### src/rtl/ah_packet_converter_w2n_if.sv
// Packet-side and flit-side signals of the wide-to-narrow converter.
// wlast exists only when AH_W2N_LAST_EN is defined.
interface ah_packet_converter_w2n_if #(
  parameter int WIDE_W   = 64,
  parameter int NARROW_W = 16
);
  logic [WIDE_W-1:0]   rdata;
  logic                rvalid;
  logic                rready;
  logic [NARROW_W-1:0] wdata;
  logic                wvalid;
  logic                wcredit;
`ifdef AH_W2N_LAST_EN
  logic                wlast;

  modport master (
    output rdata, rvalid, wcredit,
    input  rready, wdata, wvalid, wlast
  );

  modport slave (
    input  rdata, rvalid, wcredit,
    output rready, wdata, wvalid, wlast
  );
`else
  modport master (
    output rdata, rvalid, wcredit,
    input  rready, wdata, wvalid
  );

  modport slave (
    input  rdata, rvalid, wcredit,
    output rready, wdata, wvalid
  );
`endif
endinterface

### src/rtl/ah_packet_converter_w2n.sv
// Wide-to-narrow packet serialiser onto a credit-flow-controlled flit link, LSB lane first.
// Optional macro AH_W2N_LAST_EN adds a registered wlast marker on the final flit of a packet.
module ah_packet_converter_w2n #(
  parameter int WIDE_W   = 64,
  parameter int NARROW_W = 16,
  parameter int CREDITS  = 4
) (
  input  logic                      clk,
  input  logic                      rstn,
  ah_packet_converter_w2n_if.slave  bus
);

  localparam int                LANES     = WIDE_W / NARROW_W;
  localparam int                LANE_W    = $clog2(LANES);
  localparam logic [LANE_W-1:0] LAST_LANE = LANE_W'(LANES - 1);
  localparam logic [3:0]        CRED_MAX  = 4'(CREDITS);

  logic [WIDE_W-1:0]   buf_q;
  logic                full_q;
  logic [LANE_W-1:0]   lane_q;
  logic [3:0]          cred_cnt;
  logic [NARROW_W-1:0] wdata_p0;
  logic                vld_p0;
  logic                send;
  logic                last;
  logic                accept;

  function automatic logic [NARROW_W-1:0] lane_flit(
    input logic [WIDE_W-1:0] pkt,
    input logic [LANE_W-1:0] idx
  );
    return pkt[int'(idx)*NARROW_W +: NARROW_W];
  endfunction

  // A credit returned while the counter is already full is a protocol error; clamp it.
  function automatic logic [3:0] cred_next(
    input logic [3:0] cnt,
    input logic       dec,
    input logic       inc
  );
    logic [4:0] sum;
    sum = {1'b0, cnt} - {4'b0, dec} + {4'b0, inc};
    return (sum > {1'b0, CRED_MAX}) ? CRED_MAX : sum[3:0];
  endfunction

  // Credits arriving this cycle only become usable once registered.
  always_comb begin
    send   = full_q && (cred_cnt != 4'd0);
    last   = send && (lane_q == LAST_LANE);
    accept = bus.rvalid && bus.rready;
  end

  assign bus.rready = !full_q || last;

  // stage p0: control state
  always_ff @(posedge clk or negedge rstn) begin
    if (!rstn) begin
      full_q   <= 1'b0;
      lane_q   <= '0;
      cred_cnt <= CRED_MAX;
      vld_p0   <= 1'b0;
    end else begin
      vld_p0   <= send;
      cred_cnt <= cred_next(cred_cnt, send, bus.wcredit);
      if (send) begin
        lane_q <= last ? '0 : lane_q + LANE_W'(1);
      end
      if (accept) begin
        full_q <= 1'b1;
      end else if (last) begin
        full_q <= 1'b0;
      end
    end
  end

  // stage p0: packet buffer and outgoing flit
  always_ff @(posedge clk or negedge rstn) begin
    if (!rstn) begin
      buf_q    <= '0;
      wdata_p0 <= '0;
    end else begin
      if (accept) begin
        buf_q <= bus.rdata;
      end
      if (send) begin
        wdata_p0 <= lane_flit(buf_q, lane_q);
      end
    end
  end

  assign bus.wdata  = wdata_p0;
  assign bus.wvalid = vld_p0;

`ifdef AH_W2N_LAST_EN
  logic last_p0;

  always_ff @(posedge clk or negedge rstn) begin
    if (!rstn) begin
      last_p0 <= 1'b0;
    end else begin
      last_p0 <= last;
    end
  end

  assign bus.wlast = last_p0;
`endif

endmodule

### src/flat_wrapper.sv
// flat-port wrapper written by rule: the top's interface ports become plain ports
module ah_packet_converter_w2n_flat 
#(
  parameter int WIDE_W   = 64,
  parameter int NARROW_W = 16,
  parameter int CREDITS  = 4
)
  (clk, rstn, bus_rdata, bus_rvalid, bus_wcredit, bus_rready, bus_wdata, bus_wvalid);
  ah_packet_converter_w2n_if #(.WIDE_W(WIDE_W), .NARROW_W(NARROW_W)) bus_i ();
  input  logic clk;
  input  logic rstn;
  input wire logic [$bits(bus_i.rdata)-1:0] bus_rdata;
  input wire logic [$bits(bus_i.rvalid)-1:0] bus_rvalid;
  input wire logic [$bits(bus_i.wcredit)-1:0] bus_wcredit;
  output wire logic [$bits(bus_i.rready)-1:0] bus_rready;
  output wire logic [$bits(bus_i.wdata)-1:0] bus_wdata;
  output wire logic [$bits(bus_i.wvalid)-1:0] bus_wvalid;
  assign bus_i.rdata = bus_rdata;
  assign bus_i.rvalid = bus_rvalid;
  assign bus_i.wcredit = bus_wcredit;
  assign bus_rready = bus_i.rready;
  assign bus_wdata = bus_i.wdata;
  assign bus_wvalid = bus_i.wvalid;
  ah_packet_converter_w2n #(.WIDE_W(WIDE_W), .NARROW_W(NARROW_W), .CREDITS(CREDITS)) u_core (.clk(clk), .rstn(rstn), .bus(bus_i));
endmodule
### config.mk
export PLATFORM = sky130hd
export DESIGN_NAME = ah_packet_converter_w2n_flat
export DESIGN_NICKNAME = d
export VERILOG_FILES = /design/src/rtl/ah_packet_converter_w2n_if.sv /design/src/rtl/ah_packet_converter_w2n.sv /design/src/flat_wrapper.sv
export SDC_FILE = /design/constraint.sdc
export NUM_CORES = 1
export LEC_CHECK = 0
export ABC_AREA = 1
export BUFFER_PORTS_ARGS = -buffer_cell sky130_fd_sc_hd__buf_2
export CAP_MARGIN = 20
export CORE_MARGIN = 2
export CORE_UTILIZATION = 55
export DETAILED_ROUTE_END_ITERATION = 8
export PLACE_DENSITY = 0.85
export SYNTH_ARGS = -nofsm -noshare
export SYNTH_HDL_FRONTEND = slang
export SYNTH_SLANG_ARGS = --single-unit
### constraint.sdc
create_clock -name clk -period 7.47 [get_ports clk]
set_clock_uncertainty 0.05 [all_clocks]
set_input_delay 1.494 -clock clk [delete_from_list [all_inputs] [get_ports clk]]
set_output_delay 1.494 -clock clk [all_outputs]
set_load 0.01 [all_outputs]
==> out/qor.csv, run 1 <==
metric,value,unit
Ports,86,
Worst-Margin Slew,0.763,ns
clk sink count,88,
Finished Cell Area,4750,um^2
"Hold Vio Cnt, Final",0,
first-pass GRT wire length,16000,um
post_cts resized,0,
Critical Path AT,1.83,ns
fin util,65.4,%
Worst-path clk slew,0.08,ns
Achievable Freq,0.296,GHz
Startpoint Class,register,
largest net degree at the start of global routing,89,
DRC violations left,0,
Die X,90.8,um
Die ar.,8240,um^2
CTS Buffer Depth,2,
cell area after synthesis,4140,um^2
postcts setup bufs,0,
Reg2Reg Depth,14,
reg-to-reg endpoint,u_core.cred_cnt[2],
Max-Cap Viols,0,
worst setup path endpoint,bus_rready,
Final min period,3.38,ns
Rows,31,
critical path class,reg2out,
remaining global-route overflow,0,
crit-path cells,"ha_1, clkinv_1, o21ai_4, buf_2",
DR WL/cell,14.7,um
CTS H-tree depth,3,
Max VDD drop,0.266,mV
"Seq/Total Area, Yosys",53.2,%
post-detail-place hpwl,6630,um
Starting Density,57.1,%
GRT Overall Usage,24.7,%
# nets final,641,
async set-or-reset flop fraction in the synthesized netlist,100,%
Leak Pwr,2.50,nW
dpl cell area,4510,um^2
drt via density,5.33,
relative slew slack,49.0,%
CP max stage delay,0.76,ns
post-synthesis register bit count,88,
CTS tree,done,
number of flops mapped to enable cells by yosys,0,
Placer Congestion,0.772,
post-route ant nets,0,
vias in the first global route,3464,
Placeable Area,7250,um^2
vias,3565,
Layout area overhead,14.7,%
Num CTS Buffers,9,
crit path from,u_core.lane_q[1],
status,"finished, final reports clean",
setup ws final,4.09,ns
CTS root buf,clkbuf_8,
Hold WC Path Type,reg2reg,
Slew Limit Fails,0,
multi-input logic area,1670,um^2
die height,90.8,um
Sequential Area,2200,um^2
first drt pass iteration count,5,
synthesized netlist cell count,498,
Crit-path slowest cell,dfrtp_1,
crit end category,output pin,
setup TNS,0,ns
ANT cells,0,
Tcrit/Tclk final,45.2,%
syn_nets,574,
worst reg2reg setup slack,4.26,ns
WP data required,5.93,ns
Hold Buf Count CTS,0,
# setup viols final,0,
filler cell count,628,
initial antenna violation count,0,
synth warn,0,
final WL,9840,um
Pwr Total,2.02,mW
Hold Startpoint,u_core.buf_q[51],
worst flop-to-flop path startpoint,u_core.cred_cnt[2],
I/O Buffers,85,
critical path peak fanout,18,
main flop type after synthesis,dfrtp_1,
clk_lat worst skew,0.35,ns
RSZ-0062 raised after global routing,no,
Avg Inst Size Synth,8.31,um^2
pre-CTS setup slack,4.02,ns
First DRT Iteration DRCs,259,
Yosys cell types,25,
PwrDens,426,nW/um^2
fraction of layout cells with a size suffix above 1,21.8,%
-- metal layers --
| metal | up-vias | wire [um] | global-route usage (%) |
|---|---|---|---|
| met2 | 118 | 5100 | 41.7 |
| met3 | 11 | 445 | 3.26 |
| met1 | 1696 | 4130 | 32.0 |
| li1 | 1740 | - | - |
| met4 | 0 | 161 | 10.5 |
| met5 | - | 0 | 0 |
-- flip-flops by register name, indices dropped and copies added (netlist names) --
register and cells:
u_core.buf_q 64, u_core.bus.wvalid 1, u_core.cred_cnt 4, u_core.full_q 1, u_core.bus.wdata 16, u_core.lane_q 2
-- power breakdown --
part / leakage, nW / switching [mW] / internal, mW
logic: 1.33 / 0.554 / 0.308
clock network: 0.0927 / 0.160 / 0.148
registers: 1.08 / 0.149 / 0.704
-- through the flow --
stage	hold WS, ns	cells
4_1_cts	0.425	667
5_1_grt	0.449	669
2_1_floorplan	0.387	498
3_3_place_gp	0.400	650
6_report	0.424	669
3_5_place_dp	0.405	651
-- worst min-delay path by stage --
stage,depth (start not counted),slack (ns),end
final,2,0.42,u_core.buf_q[51]
after global routing,2,0.45,u_core.buf_q[49]
after CTS,2,0.42,u_core.buf_q[51]
after detailed placement,2,0.40,u_core.buf_q[51]
after global placement,2,0.40,u_core.buf_q[50]
after floorplan,2,0.39,u_core.buf_q[16]
-- kinds of logic (layout without fill, tap and decap cells) --
kind of cell,count (synthesis),in the layout,synth area share [%]
buf+inv,49,121,6.47
simple gates,301,301,30.7
fa+ha+maj,8,8,2.60
flops,88,88,53.2
compound gates,51,51,6.92
other cells,1,1,0.0906
-- placed cells by master (no fill, tap or decap) --
master	n
nand2_2	12
dfrtp_1	87
dfstp_2	1
inv_2	3
nor3_1	2
fa_1	1
buf_16	1
nand3_1	70
nor2_4	2
nand4_1	1
o21ai_0	27
clkinvlp_4	1
a31oi_1	16
conb_1	1
ha_1	7
or2_2	1
buf_2	84
inv_1	11
clkinv_2	1
o21ai_4	1
buf_4	3
buf_12	2
clkbuf_8	12
nor2_1	82
o21ai_1	7
clkinv_1	1
nand2_1	131
clkbuf_1	2
-- synthesized netlist by cell type (3+ instances only) --
cell type | n | share of area, %
nand2_1 | 131 | 12
dfrtp_1 | 87 | 53
nor2_1 | 82 | 7.4
nand3_1 | 70 | 8.5
o21ai_0 | 27 | 3.3
a31oi_1 | 16 | 2.4
buf_2 | 13 | 1.6
nand2_2 | 12 | 1.8
inv_1 | 11 | 1.0
clkbuf_1 | 8 | 0.73
buf_6 | 7 | 1.9
ha_1 | 7 | 2.1
o21ai_1 | 7 | 0.85
buf_4 | 4 | 0.73
inv_2 | 3 | 0.27
-- cell type report --
class                           instances  area share (%)
Timing Repair Buffer                   90            10.8
Clock inverter                          2           0.264
Sequential cell                        88            46.4
Inverter                               15            1.19
Clock buffer                           14            3.64
Tap cell                               99            2.61
Multi-Input combinational cell        361            35.1
-- worst max-delay path: cells and delay by family, from the launching register on --
family | cells | cell delay, ns
compound gates | 1 | 0.19
fa+ha+maj | 1 | 0.27
buf+inv | 2 | 0.27
flops | 1 | 0.76
(Power assumes the default switching activity.)
==> run 2: changes to the inputs <==
Clock period 7.47 ns to 3.48 ns, I/O delays scaled along.
==> out/qor.csv, run 2 (same netlist as run 1, synthesis figures left out) <==
metric,value,unit,change
status,"finished, final reports clean",,
Num CTS Buffers,9,,unchanged
first drt pass iteration count,4,,-1
# setup viols final,0,,unchanged
CTS Buffer Depth,2,,unchanged
clk_lat worst skew,0.35,ns,about the same
DR WL/cell,14.5,um,-1.6%
Worst-path clk slew,0.09,ns,about the same
Reg2Reg Depth,14,,unchanged
Max-Cap Viols,0,,unchanged
Die X,90.8,um,unchanged
post-route ant nets,0,,unchanged
fraction of layout cells with a size suffix above 1,22.3,%,+0.55 points
largest net degree at the start of global routing,89,,unchanged
Placer Congestion,0.798,,+3.3%
fin util,65.2,%,-0.21 points
Placeable Area,7250,um^2,unchanged
Layout area overhead,14.3,%,
Tcrit/Tclk final,76.8,%,
Slew Limit Fails,0,,unchanged
CTS H-tree depth,3,,unchanged
Hold Buf Count CTS,0,,unchanged
crit end category,output pin,,
post_cts resized,0,,unchanged
post-detail-place hpwl,6650,um,+0.38%
# nets final,645,,+0.62%
PwrDens,915,nW/um^2,+110%
setup TNS,0,ns,unchanged
"Hold Vio Cnt, Final",0,,unchanged
CTS root buf,clkbuf_8,,
"CP delay by family, top",flip-flops,,
Ports,86,,unchanged
most frequent cells in the layout,"131 x nand2_1, 87 x dfrtp_1, 84 x buf_2",,
WP data required,2.73,ns,-3.20 ns
Worst-Margin Slew,0.639,ns,-0.124 ns
Largest Register,u_core.buf_q,,
reg-to-reg endpoint,u_core.cred_cnt[2],,
worst reg2reg setup slack,0.85,ns,-3.41 ns
postcts setup bufs,0,,unchanged
DRC violations left,0,,unchanged
Achievable Freq,0.374,GHz,
critical path class,reg2out,,
Starting Density,57.1,%,unchanged
GRT Overall Usage,24.2,%,-0.41 points
Final min period,2.67,ns,
max FFs per register,64,,unchanged
relative slew slack,57.3,%,+8.2 points
drt via density,5.38,,+0.97%
CTS tree,done,,
crit-path cells,"inv_1, ha_1, nand2_2, nor2_4, o21ai_4, buf_4, buf_2",,
die height,90.8,um,unchanged
filler cell count,621,,-1.1%
Hold WC Path Type,in2async,,
Leak Pwr,2.50,nW,-0.17%
Die ar.,8240,um^2,unchanged
vias in the first global route,3537,,+2.1%
Buf/Inv on CP,3,,+1
First DRT Iteration DRCs,268,,+3.5%
I/O Buffers,85,,unchanged
Critical Path AT,1.93,ns,+0.10 ns
critical path peak fanout,22,,+4
worst flop-to-flop path startpoint,u_core.cred_cnt[2],,
RSZ-0062 raised after global routing,no,,
vias,3621,,+1.6%
Rows,31,,unchanged
CP max stage delay,0.55,ns,-0.21 ns
initial antenna violation count,0,,unchanged
first-pass GRT wire length,15900,um,-0.61%
Max VDD drop,0.427,mV,+60%
remaining global-route overflow,0,,unchanged
"commonest non-fill, non-tap cell in the layout",nand2_1,,
ANT cells,0,,unchanged
WHS,0.126,ns,-0.298 ns
clk sink count,88,,unchanged
Crit-path slowest cell,dfstp_2,,
final WL,9730,um,-1.1%
Startpoint Class,register,,
run 2: cell types whose count changed in the layout (fill, tap and decap cells not counted):
cell	before	now
buf_4	3	9
clkbuf_8	12	9
buf_12	2	0
clkinv_2	1	2
clkinv_4	0	1
clkinvlp_4	1	2
run 2: worst register-to-register path, delay by kind of cell (launching register included):
kind                     cells  cell delay [ns]
AND/OR/NAND/NOR              8             0.95
adder cells (fa/ha/maj)      4             0.92
flip-flops                   1             0.55
buffers and inverters        2             0.10
run 2: worst max path at each step:
stage,start,end,depth (start not counted)
after global placement,u_core.cred_cnt[3],u_core.cred_cnt[2],14
after floorplan,u_core.cred_cnt[2],u_core.cred_cnt[2],15
final,u_core.cred_cnt[2],bus_rready,7
after CTS,u_core.cred_cnt[2],bus_rready,7
after detailed placement,u_core.cred_cnt[2],u_core.cred_cnt[2],14
after global routing,u_core.cred_cnt[3],u_core.cred_cnt[1],13
run 2: per-layer routing:
metal	share of wire (%)	wire length, um	global-route usage, %
met2	48	4710	40.2
met5	0	0	0
met1	43	4210	31.8
met3	5.4	529	3.67
met4	2.9	279	10.8
run 2: layout make-up:
cell class              count  area, um^2  area share, %
clock buffers              11         131           2.78
clock inverters             5        33.8          0.714
inverters                  15        56.3           1.19
multi-input cells         361        1670           35.2
flip-flops and latches     88        2200           46.6
well taps                  99         124           2.62
repair buffers             94         515           10.9
run 2: stage by stage:
step           setup WS [ns]  cells  instance area, um^2  power (mW)
2_1_floorplan          0.797    498                 4140        3.20
3_3_place_gp            1.02    656                 4540        3.59
3_5_place_dp           0.871    656                 4540        3.70
4_1_cts                0.820    672                 4700        4.31
5_1_grt                0.608    673                 4730        4.67
6_report               0.808    673                 4730        4.33
run 2: power by group:
group | internal (mW) | switching, mW | total, mW | leakage [nW]
Clock | 0.259 | 0.354 | 0.613 | 0.0793
Sequential | 1.51 | 0.290 | 1.80 | 1.08
Combinational | 0.680 | 1.23 | 1.91 | 1.34
Total | 2.45 | 1.88 | 4.33 | 2.50
==> run 3: changes to the inputs <==
Settings changed: CORE_UTILIZATION 55 to 49, PLACE_DENSITY 0.85 to 0.81.
Clock period 3.48 ns to 2.16 ns, I/O delays scaled along.
==> out/qor.csv, run 3 (same netlist as run 1, synthesis figures left out) <==
metric,value,unit,change
post-placement cell count,669,,+2.0%
Buf/Inv on CP,3,,unchanged
Num CTS Buffers,9,,unchanged
Die X,95.9,um,+5.7%
RSZ-0062 raised after global routing,yes,,
clk_lat worst skew,0.35,ns,about the same
drt via density,5.24,,-2.7%
clk sink count,88,,unchanged
Startpoint Class,register,,
# nets final,655,,+1.6%
first-pass GRT wire length,15500,um,-2.8%
I/O Buffers,85,,unchanged
First DRT Iteration DRCs,228,,-15%
initial antenna violation count,0,,unchanged
"CP delay by family, top",adder cells,,
Placeable Area,8220,um^2,+13%
largest net degree at the start of global routing,66,,-26%
crit path from,u_core.cred_cnt[2],,
Starting Density,50.4,%,-6.7 points
crit-path cells,"inv_2, ha_4, nand2_4, nor2_4, nor2_4, ha_4, inv_4, ha_4, fa_2, inv_2, nand2_2, nand3_2, nand3_4, nor2_1, nand2_1",,
Tcrit/Tclk final,108,%,
Achievable Freq,0.428,GHz,
critical path class,reg2reg,,
crit end category,register,,
Slew Limit Fails,0,,unchanged
fraction of layout cells with a size suffix above 1,26.0,%,+3.7 points
CTS H-tree depth,3,,unchanged
vias,3607,,-0.39%
Max-Cap Viols,0,,unchanged
CP max stage delay,0.55,ns,about the same
Hold WC Path Type,in2async,,
post-route ant nets,0,,unchanged
Layout area overhead,19.9,%,
multi-input logic area,1750,um^2,+4.7%
PwrDens,1480,nW/um^2,+62%
die height,95.9,um,+5.7%
DRC violations left,0,,unchanged
"Hold Vio Cnt, Final",0,,unchanged
Finished Cell Area,4960,um^2,+4.9%
post-detail-place hpwl,6720,um,+0.98%
Crit-path slowest cell,dfstp_2,,
"commonest non-fill, non-tap cell in the layout",nand2_1,,
CTS Buffer Depth,2,,unchanged
vias in the first global route,3337,,-5.7%
Placer Congestion,0.828,,+3.8%
Sequential Area,2200,um^2,unchanged
status,finished with violations,,
Ports,86,,unchanged
Worst-Margin Slew,0.558,ns,-0.0812 ns
Die ar.,9200,um^2,+12%
failing checks,setup timing,,
remaining global-route overflow,0,,unchanged
Final min period,2.34,ns,
dpl cell area,4700,um^2,+3.6%
Max VDD drop,0.761,mV,+78%
Rows,33,,+6.5%
Largest Register,u_core.buf_q,,
worst flop-to-flop path startpoint,u_core.cred_cnt[2],,
Worst-path clk slew,0.09,ns,about the same
ANT cells,0,,unchanged
max FFs per register,64,,unchanged
fin util,60.4,%,-4.8 points
Leak Pwr,2.58,nW,+3.5%
first drt pass iteration count,4,,unchanged
pre-CTS setup slack,-0.257,ns,-1.13 ns
CTS tree,done,,
Critical Path AT,2.57,ns,+0.64 ns
filler cell count,728,,+17%
WHS,0.00872,ns,-0.117 ns
critical path peak fanout,3,,-86%
most frequent cells in the layout,"130 x nand2_1, 87 x dfrtp_1, 83 x buf_2",,
Non-Filler Instances,689,,+2.4%
setup ws final,-0.178,ns,-0.986 ns
# setup viols final,3,,+3
final WL,9820,um,+0.90%
CTS root buf,clkbuf_8,,
DR WL/cell,14.3,um,-1.4%
Hold Buf Count CTS,0,,unchanged
GRT Overall Usage,22.0,%,-2.2 points
CP most frequent cell,ha_4,,
WP data required,2.39,ns,-0.34 ns
relative slew slack,62.8,%,+5.6 points
run 3: cell count changes in the layout (fill, tap and decap cells not counted), sizes merged:
cell	previous run	this run
clkinvlp	2	1
bufinv	0	1
buf	94	104
run 3: routing by layer:
metal	track usage, %	routed length, um	vias to the layer above
li1	-	-	1776
met1	29.6	4130	1703
met2	36.3	4900	107
met3	3.21	538	21
met4	8.21	253	0
met5	0	0	-
run 3: timing repair:
item / CTS / global route
buffers inserted: 4 / 0
pin swaps: 7 / 0
setup endpoints to repair: 4 / 4
gates cloned: 0 / 0
resized for setup: 6 / 2
run 3: power by group:
| group | internal [mW] | switching [mW] |
|---|---|---|
| combinational | 1.28 | 2.05 |
| clock | 0.565 | 0.579 |
| sequential | 2.44 | 0.447 |
| total | 4.28 | 3.07 |
run 3: final timing paths:
path                                            to  slack (ns)  cells after the start
worst max register to register  u_core.cred_cnt[2]       -0.18                     15
max in group asynchronous         u_core.buf_q[56]        1.48                      2
worst min-delay path               u_core.buf_q[1]       0.009                      1
worst max-delay path            u_core.cred_cnt[2]       -0.18                     15
min in group clk                  u_core.buf_q[28]        0.26                      3
worst min register to register    u_core.buf_q[31]        0.42                      2
run 3: area by class of cell:
class | instances | area share, %
Multi-Input combinational cell | 361 | 35.2
Timing Repair Buffer | 104 | 12.6
Clock buffer | 11 | 2.85
Clock inverter | 5 | 1.13
Tap cell | 105 | 2.65
Sequential cell | 88 | 44.4
Inverter | 15 | 1.18
run 3: per-stage QoR:
stage / total power, mW / setup TNS [ns]
after global routing: 7.96 / -0.711
after floorplan: 5.24 / -0.917
after detailed placement: 6.09 / -0.698
after global placement: 5.92 / -0.377
final: 7.36 / -0.520
after CTS: 7.35 / -0.469
run 3: worst register-to-register path, delay by kind of cell (launching register included):
kind,cells,cell delay [ns]
adders and majority gates,4,0.92
buffers and inverters,3,0.19
DFF,1,0.55
and+or+nand+nor,8,0.56
